[src/rtl/sort_sequencer_pkg.sv]
// Shared definitions for the sort sequencer: slot count, digit modulus and
// the sequencer FSM state encoding.
package sort_sequencer_pkg;

   localparam int unsigned N_SLOTS   = 4;
   localparam logic [3:0]  DIGIT_MOD = 4'd10;

   typedef enum logic [2:0] {
      IDLE,
      SORT_CMP,
      SORT_SWAP,
      PASS_END,
      DONE
   } state_t;

endpackage

[src/rtl/sort_sequencer_step_timer.sv]
// Step pacing timer: emits a one-cycle step pulse every STEP_DIV enabled
// cycles. The count holds while en is low and restarts from zero on clr.
//   clk  : system clock
//   rst  : synchronous active-high reset
//   clr  : restart the count from zero
//   en   : count enable (busy and not paused)
//   step : one-cycle pulse on the last count of each period
module step_timer #(
   parameter int unsigned STEP_DIV = 25_000_000
) (
   input  logic clk,
   input  logic rst,
   input  logic clr,
   input  logic en,
   output logic step
);

   localparam int unsigned CW = $clog2(STEP_DIV);
   localparam logic [CW-1:0] LAST = CW'(STEP_DIV - 1);

   logic [CW-1:0] count;

   assign step = en && (count == LAST);

   always_ff @(posedge clk) begin
      if (rst || clr) begin
         count <= '0;
      end else if (en) begin
         count <= step ? '0 : count + 1'b1;
      end
   end

endmodule

[src/rtl/sort_sequencer.sv]
// Visual bubble-sort sequencer for four decimal digit slots. Digits are
// loaded one at a time (raw values reduced mod 10), then sorted ascending
// one compare/swap step per timer period so the progress can be displayed.
//   clk, rst   : clock, synchronous active-high reset
//   load_req   : pulse, capture load_data into the next free slot
//   load_data  : raw 4-bit value
//   start      : pulse, begin a sort run (needs all slots filled)
//   pause      : level, freezes step pacing and all state
//   nums_flat  : slot k on bits [4k+3:4k], slot 0 leftmost
//   cmp_idx    : lower index of the pair being compared
//   swap_flag  : high while a swap step is shown
//   load_cnt   : number of filled slots
//   busy, done : run in progress / last run completed
//   swap_count : swaps made in the current or last run
module sort_sequencer
   import sort_sequencer_pkg::*;
#(
   parameter int unsigned STEP_DIV = 25_000_000,
   parameter int unsigned N        = N_SLOTS
) (
   input  logic           clk,
   input  logic           rst,
   input  logic           load_req,
   input  logic [3:0]     load_data,
   input  logic           start,
   input  logic           pause,
   output logic [4*N-1:0] nums_flat,
   output logic [1:0]     cmp_idx,
   output logic           swap_flag,
   output logic [2:0]     load_cnt,
   output logic           busy,
   output logic           done,
   output logic [2:0]     swap_count
);

   state_t     state, state_n;
   logic [3:0] slots   [N];
   logic [3:0] slots_n [N];
   logic [2:0] load_cnt_n;
   logic [1:0] j, j_n, j_p1;
   logic [1:0] pass, pass_n;
   logic       pass_swapped, pass_swapped_n;
   logic [2:0] swap_count_n;
   logic [3:0] digit;
   logic       step, timer_clr, timer_en;
   logic       load_ok, start_ok, last_j;

   assign digit = (load_data >= DIGIT_MOD) ? load_data - DIGIT_MOD : load_data;

   assign busy      = state inside {SORT_CMP, SORT_SWAP, PASS_END};
   assign done      = (state == DONE);
   assign swap_flag = (state == SORT_SWAP);
   assign cmp_idx   = j;
   assign timer_en  = busy && !pause;

   assign j_p1   = j + 2'd1;
   assign last_j = (j >= (2'd2 - pass));

   // A full buffer only accepts a load in DONE, where it begins a fresh set.
   assign load_ok  = load_req && ((load_cnt != 3'd4) ? (state == IDLE || state == DONE)
                                                      : (state == DONE));
   assign start_ok = start && !load_req && load_cnt == 3'd4
                     && (state == IDLE || state == DONE);

   step_timer #(
      .STEP_DIV(STEP_DIV)
   ) u_step_timer (
      .clk (clk),
      .rst (rst),
      .clr (timer_clr),
      .en  (timer_en),
      .step(step)
   );

   always_comb begin
      nums_flat = '0;
      for (int unsigned k = 0; k < N; k++) begin
         nums_flat[4*k +: 4] = slots[k];
      end
   end

   always_comb begin
      state_n        = state;
      slots_n        = slots;
      load_cnt_n     = load_cnt;
      j_n            = j;
      pass_n         = pass;
      pass_swapped_n = pass_swapped;
      swap_count_n   = swap_count;
      timer_clr      = 1'b0;
      case (state)
         IDLE, DONE: begin
            if (load_ok) begin
               if (load_cnt == 3'd4) begin
                  for (int unsigned k = 0; k < N; k++) begin
                     slots_n[k] = '0;
                  end
                  slots_n[0] = digit;
                  load_cnt_n = 3'd1;
                  state_n    = IDLE;
               end else begin
                  slots_n[load_cnt[1:0]] = digit;
                  load_cnt_n = load_cnt + 3'd1;
               end
            end else if (start_ok) begin
               state_n        = SORT_CMP;
               j_n            = '0;
               pass_n         = '0;
               pass_swapped_n = 1'b0;
               swap_count_n   = '0;
               timer_clr      = 1'b1;
            end
         end
         SORT_CMP: begin
            if (step) begin
               // The exchange is committed on entry to SORT_SWAP so the
               // swapped values are on display for the whole swap step.
               if (slots[j] > slots[j_p1]) begin
                  slots_n[j]     = slots[j_p1];
                  slots_n[j_p1]  = slots[j];
                  swap_count_n   = swap_count + 3'd1;
                  pass_swapped_n = 1'b1;
                  state_n        = SORT_SWAP;
               end else if (last_j) begin
                  state_n = PASS_END;
               end else begin
                  j_n = j_p1;
               end
            end
         end
         SORT_SWAP: begin
            if (step) begin
               if (last_j) begin
                  state_n = PASS_END;
               end else begin
                  j_n     = j_p1;
                  state_n = SORT_CMP;
               end
            end
         end
         PASS_END: begin
            if (!pause) begin
               if (!pass_swapped || pass == 2'd2) begin
                  state_n = DONE;
               end else begin
                  pass_n         = pass + 2'd1;
                  j_n            = '0;
                  pass_swapped_n = 1'b0;
                  state_n        = SORT_CMP;
               end
            end
         end
         default: state_n = IDLE;
      endcase
   end

   always_ff @(posedge clk) begin
      if (rst) begin
         state        <= IDLE;
         for (int unsigned k = 0; k < N; k++) begin
            slots[k] <= '0;
         end
         load_cnt     <= '0;
         j            <= '0;
         pass         <= '0;
         pass_swapped <= 1'b0;
         swap_count   <= '0;
      end else begin
         state        <= state_n;
         slots        <= slots_n;
         load_cnt     <= load_cnt_n;
         j            <= j_n;
         pass         <= pass_n;
         pass_swapped <= pass_swapped_n;
         swap_count   <= swap_count_n;
      end
   end

endmodule

[config.mk]
export PLATFORM = sky130hd
export DESIGN_NAME = sort_sequencer
export DESIGN_NICKNAME = d
export VERILOG_FILES = /design/src/rtl/sort_sequencer_pkg.sv /design/src/rtl/sort_sequencer_step_timer.sv /design/src/rtl/sort_sequencer.sv
export SDC_FILE = /design/constraint.sdc
export NUM_CORES = 1
export LEC_CHECK = 0
export CAP_MARGIN = 20
export CORE_MARGIN = 4
export CORE_UTILIZATION = 50
export DETAILED_ROUTE_END_ITERATION = 8
export PLACE_DENSITY = 0.75
export SETUP_SLACK_MARGIN = 0.4
export SLEW_MARGIN = 10
export SYNTH_ARGS = -nofsm -noshare
export SYNTH_HDL_FRONTEND = slang
export SYNTH_SLANG_ARGS = --single-unit
[constraint.sdc]
create_clock -name clk -period 3.6 [get_ports clk]
set_clock_uncertainty 0.2 [all_clocks]
set_input_delay 0.36 -clock clk [delete_from_list [all_inputs] [get_ports clk]]
set_output_delay 0.36 -clock clk [all_outputs]
set_load 0.005 [all_outputs]
Yosys cells after proc, flatten, opt, wreduce, memory -nomap -nowiden --
Index checks and enable logic that the tools add are counted.
Storage, ports and cells: word-level logic and storage cells 141, output and inout bits 27, register bits after elaboration 55, bits of input ports 9
Operators by class: reduce and logical (&&, ||, !) cells 29, equality and inequality tests 20, order comparisons 9, add/sub/neg operators 7, bitwise logic cells 3, multiplexer cells 62
Operators with widths (count):
- 16-bit two-way mux | 4
- 16-bit bitwise mux | 3
- 3-bit two-way mux | 14
- 4-bit two-way mux | 8
- 16-bit case mux with 2 select lines | 1
- 25-bit by 1-bit adder with 25-bit output, second input constant | 1
- 25-bit equality test, second input constant | 1
- 25-bit two-way mux | 1
- 4-bit demux with 2-bit select | 3
- 2-bit two-way mux | 11
- 4-bit binary-select mux with 2-bit select | 2
- 2-bit != test, second input constant | 6
- 3-bit case mux with 4 select lines | 1
- 1-bit two-way mux | 10
- 5-bit AND reduction | 2
- 3-bit greater-or-equal comparator, second input constant | 3
- 1-bit logical AND | 9
- 3-bit by 1-bit less-than comparator with 1-bit output, second input constant | 3
- 3-bit != test, second input constant | 3
- 2-bit inverter with 3-bit output | 3
- 2-bit case mux with 4 select lines | 1
- 8-bit AND reduction | 1
- 7-bit AND reduction | 1
- 3-bit by 1-bit adder with 3-bit output, second input constant | 2
- 25 further kinds | 36

Depth between registers and ports, before layout --
word-level depth 10, depth in mapped cells 12, gate-level depth less buffers 11

Cells and area by module --
A second synthesis with hierarchy kept.
Unflattened totals: cell total of the unflattened synthesis 450, area total of the unflattened synthesis 3834.9 µm²
By module, submodules not included:
- sort_sequencer | cells each 306, area an instance 2572.5 µm², instances 1, sequential area each 600.6 µm²
- step_timer | cells each 144, area an instance 1262.5 µm², instances 1, sequential area each 500.5 µm²

Least setup slack after synthesis --
OpenSTA, ideal clock, no wires.
kind reg-to-reg, start point register j[0] (netlist: cmp_idx[0]), end point register j[0] (netlist: cmp_idx[0]), required time 3.279 ns, stages on the path, launching flop included 13, buffers on the path 1, arrival time 3.006 ns, clock period less this slack 3.327 ns, slack 0.273 ns, setup time 0.121 ns, path through dfxtp_1 -> buf_2 -> inv_1 -> ha_1 -> mux4_2 -> inv_1 -> ha_1 -> nor2b_1 -> o211ai_1 -> a211oi_2 -> a211o_1 -> a21oi_1 -> mux2_2
On the way: word-level cells in the longest chain between the ends 8, elaborated cells on any way between the ends 18, classes of those cells add/sub (1); order compare (2); eq/ne (1); mux (11); bitwise (2); reduce/logical (1)
Ends and longest elaborated chain:
- from (decl) | line sort_sequencer.sv:40 | logic [1:0] j, j_n, j_p1;
- from (signal assigned) | line sort_sequencer.sv:172 | j <= j_n;
- 2-bit by 1-bit adder with 2-bit output | line sort_sequencer.sv:56 | assign j_p1 = j + 2'd1;
- 2-bit inverter with 3-bit output (implied by the code) | line sort_sequencer.sv:118 | if (slots[j] > slots[j_p1]) begin
- 4-bit binary-select mux with 2-bit select | line sort_sequencer.sv:118
- 4-bit two-way mux (implied by the code) (2 in series) | line sort_sequencer.sv:118
- 4-bit > comparator | line sort_sequencer.sv:118
- 2-bit != test (no line)
- 8-bit AND reduction (no line)
Parallel ways exist; a longest one is shown, timed or not. The select of a mux whose other input is x is not followed. A chain may end at the register's enable or synchronous reset.

Worst setup path in the final report --
start point register j[0] (netlist: cmp_idx[0]), end point register j[1] (netlist: cmp_idx[1])
Same word-level chain as after synthesis.

==> results.md <==
* ANT cells at 0
* Area post-placement at slightly below 4000 sq um
* EDFF count, synth at 0
* Vias in the first global route at about 3,000
* H-Tree Depth at 2
* Crit path largest cell delay at around 0.57 ns
* Crit Path Category: flip-flop to flip-flop
* Fill cells at 627
* Crit-path max FO at 12
* Initial antenna violation count at 0
* Worst path bufs/invs at 1
* Drt total wl at 8950 microns
* CP Capture Type: flip-flop
* Total power at 2120 uW
* Reg2Reg Setup Slack at around 0.43 ns
* Footprint of the multi-input gates at roughly 2300 sq um
* FF/Latch Area at ~1100 sq um
* Area growth, synth to finish at 17.3%
* Share of the synthesized area in the top cell type at between 30% and 40%
* Synth Register Bits at 55
* Hold Vio Cnt, Final at 0
* GRT overflow at 0
* Clk slew on worst S/H paths at between 0.1 and 0.15 ns
* Final setup vio count at 0
* Mapped Cells at roughly 410
* Worst-Margin Slew at 0.806 ns
* Slew headroom at a little under half
* DRT iter0 DRCs at about 270
* Most frequent cells after synthesis: 59 x nor2_1, 55 x dfxtp_1, 24 x nand2_1, 22 x a21oi_1, 22 x nand3_1
* Fin nets at 475
* Final design instance area without fill at between 4000 and 5000 sq um
* Main synth FF type: dfxtp_1
* CTS sink count at 55
* Core area at about 6800 sq um
* Synthesized net count at 440
* Detailed placement HPWL at between 6000 and 7000 microns
* Clk root buf: clkbuf_8
* RSZ-0062 raised after global routing: false
* Largest area contributor in the netlist: dfxtp_1
* Slowest-stage cell, CP: mux4_2
* Total CTS buffers at 5
* Setup tns final at 0 ns
* Worst R2R Start: cmp_idx[0]$_SDFFE_PP0P_
* Outcome: completed
* Hold path endpoint: pass[1]$_SDFFE_PP0P_
* Routed Antenna Nets at 0
* Clock Latency Late Sink at 0.31 ns
* GRT Overall Usage at approximately a fifth
* R2R cell count at 9
* Mapped Area at between 3000 and 4000 sq um
* Drt pass-1 iters at 5
* Top-count cell post-synth: nor2_1
* Top cells by area, synth: dfxtp_1 32%, ha_1 6.4%, nor2_1 6.3%
* Req. time, crit path at 3.63 ns
* Top delay family on crit path: compound AO/OA/AOI/OAI gates
* Setup ws final at between 0.4 and 0.5 ns
* Post-synth ARST share at 0%
* DRC Markers at 0
* Max cap viols at 0
* GPL Wtd Cong at around 1
* Vias at ~3,200
* Largest net degree at the start of global routing at 29
* First-pass GRT wire length at ~14,000 microns
* Netlist cell types at 64
* Period Utilization, post-route at between 80% and 90%
* Register area share after synthesis at between 30% and 40%
* Crit path launch type: flip-flop
* Peak VDD IR at between 0.3 and 0.4 mV
* Die Span Y at 91.6 microns
* Warnings, synthesis at 0
* Worst hold path class: flip-flop to flip-flop
* Initial Utilization at 51.4%
* DP Worst Slack at 0.409 ns
* Ports at 36
* DIE WIDTH at 91.6 microns
* Clock Path Buffers at 2
* Worst Path Arrival at 3.20 ns
* PwrDens at slightly above 500 nW/um^2
* Hold path depth at 2
* Layout cells sized above 1 at 10.5%
* CTS tree: yes
* CP cell instances: buf_12 > mux4_2 > ha_1 > nor2b_1 > o211ai_1 > a211oi_4 > a211o_1 > or4_1 > o31ai_1
* Leakage power at 0.00152 uW
* Vias per cell at 5.96
* Max frequency at roughly 320 MHz
* # rows at 30
* # port buffers at 35
* Syn avg cell area at around 8.5 sq um
* Final min period at ~3.2 ns
* Pins Over Slew Limit at 0
* Wire per inst at around 16 microns
* # hold bufs at CTS at 0
* FF-to-FF End: cmp_idx[1]$_SDFFE_PP0P_
* Die Area at 8390 sq um
* Hold Startpoint: pass[1]$_SDFFE_PP0P_
==> cell type report <==
cell class	instances	area share, %
Clock buffer	5	1.68
Clock inverter	3	0.489
Inverter	17	1.56
Multi-Input combinational cell	324	55.7
Sequential cell	55	27.0
Tap cell	96	2.93
Timing Repair Buffer	45	10.7
==> worst register-to-register path, stage by stage (launching register included) <==
cell	delay [ns]
dfxtp_4	0.38
buf_12	0.15
mux4_2	0.57
ha_1	0.32
nor2b_1	0.13
o211ai_1	0.32
a211oi_4	0.16
a211o_1	0.28
or4_1	0.49
o31ai_1	0.09
==> how the worst max path moves through the flow <==
stage | startpoint | endpoint | slack, ns | cells after the start
2_1_floorplan | cmp_idx[0]$_SDFFE_PP0P_ | cmp_idx[0]$_SDFFE_PP0P_ | 0.41 | 12
3_3_place_gp | cmp_idx[0]$_SDFFE_PP0P_ | cmp_idx[0]$_SDFFE_PP0P_ | 0.50 | 11
3_5_place_dp | cmp_idx[0]$_SDFFE_PP0P_ | cmp_idx[0]$_SDFFE_PP0P_ | 0.41 | 11
4_1_cts | cmp_idx[0]$_SDFFE_PP0P_ | cmp_idx[0]$_SDFFE_PP0P_ | 0.43 | 11
5_1_grt | cmp_idx[0]$_SDFFE_PP0P_ | cmp_idx[1]$_SDFFE_PP0P_ | 0.38 | 9
6_report | cmp_idx[0]$_SDFFE_PP0P_ | cmp_idx[1]$_SDFFE_PP0P_ | 0.43 | 9
==> cell families after synthesis <==
| group | share of synthesized area, % |
|---|---|
| flip-flops | 31.5 |
| buffers and inverters | 3.87 |
| AND/OR/NAND/NOR | 27.4 |
| XOR/XNOR | 5.51 |
| multiplexers | 8.63 |
| adder cells (fa/ha/maj) | 6.44 |
| AO/OA/AOI/OAI | 16.6 |
==> registers in the layout, summed over array words and instances (netlist names) <==
signal	cells
load_cnt	3
u_step_timer.count	25
cmp_idx	2
nums_flat	16
pass_swapped	1
swap_count	3
pass	2
state	3
==> power by group <==
| group | leakage, uW | switching [uW] | internal (uW) |
|---|---|---|---|
| Combinational | 0.00104 | 596 | 436 |
| Sequential | 0.000445 | 74.5 | 660 |
| Clock | 0.0000402 | 213 | 136 |
==> stage by stage <==
stage	std cells	hold slack, ns	utilization [%]
2_1_floorplan	413	0.236	-
3_3_place_gp	535	0.247	58.2
3_5_place_dp	535	0.256	58.2
4_1_cts	543	0.272	59.5
5_1_grt	545	0.288	60.3
6_report	545	0.266	60.3
==> placed cells by master (no fill, tap or decap), types with 3 or more instances in the layout <==
master,synthesis,layout
o211ai_1,4,4
nand3b_1,3,3
or3_1,3,3
buf_4,0,9
a21o_1,5,5
o21ai_0,17,17
nor2_1,59,59
xor2_1,20,20
nand2b_1,9,9
o221ai_1,4,4
a32oi_1,5,5
ha_1,18,17
a21oi_1,22,21
inv_1,17,16
mux2i_1,11,11
nand4_1,9,9
clkdlybuf4s50_1,0,35
clkbuf_8,0,5
and4_1,6,6
nand2_1,24,24
nand3_1,22,22
a211oi_1,3,3
nor3_1,12,12
and2_1,6,6
dfxtp_1,55,54
and3_1,6,6
a311oi_1,3,3
nor2b_1,6,6
mux4_2,8,8
==> metal layers <==
metal | vias to the layer above | global-route usage, % | wire [microns]
met3 | 20 | 3.48 | 533
met4 | 0 | 7.66 | 183
met2 | 105 | 32.4 | 4160
li1 | 1577 | - | -
met1 | 1547 | 29.5 | 4070
met5 | - | 0 | 0
==> timing repair <==
item | 4_1_cts | 5_1_grt
endpoints found under the setup margin | 1 | 13
pin swaps | 0 | 2
buffers inserted | 0 | 2
gates cloned | 0 | 0
gates resized for setup | 1 | 9
Power figures use the tool's default switching activity.
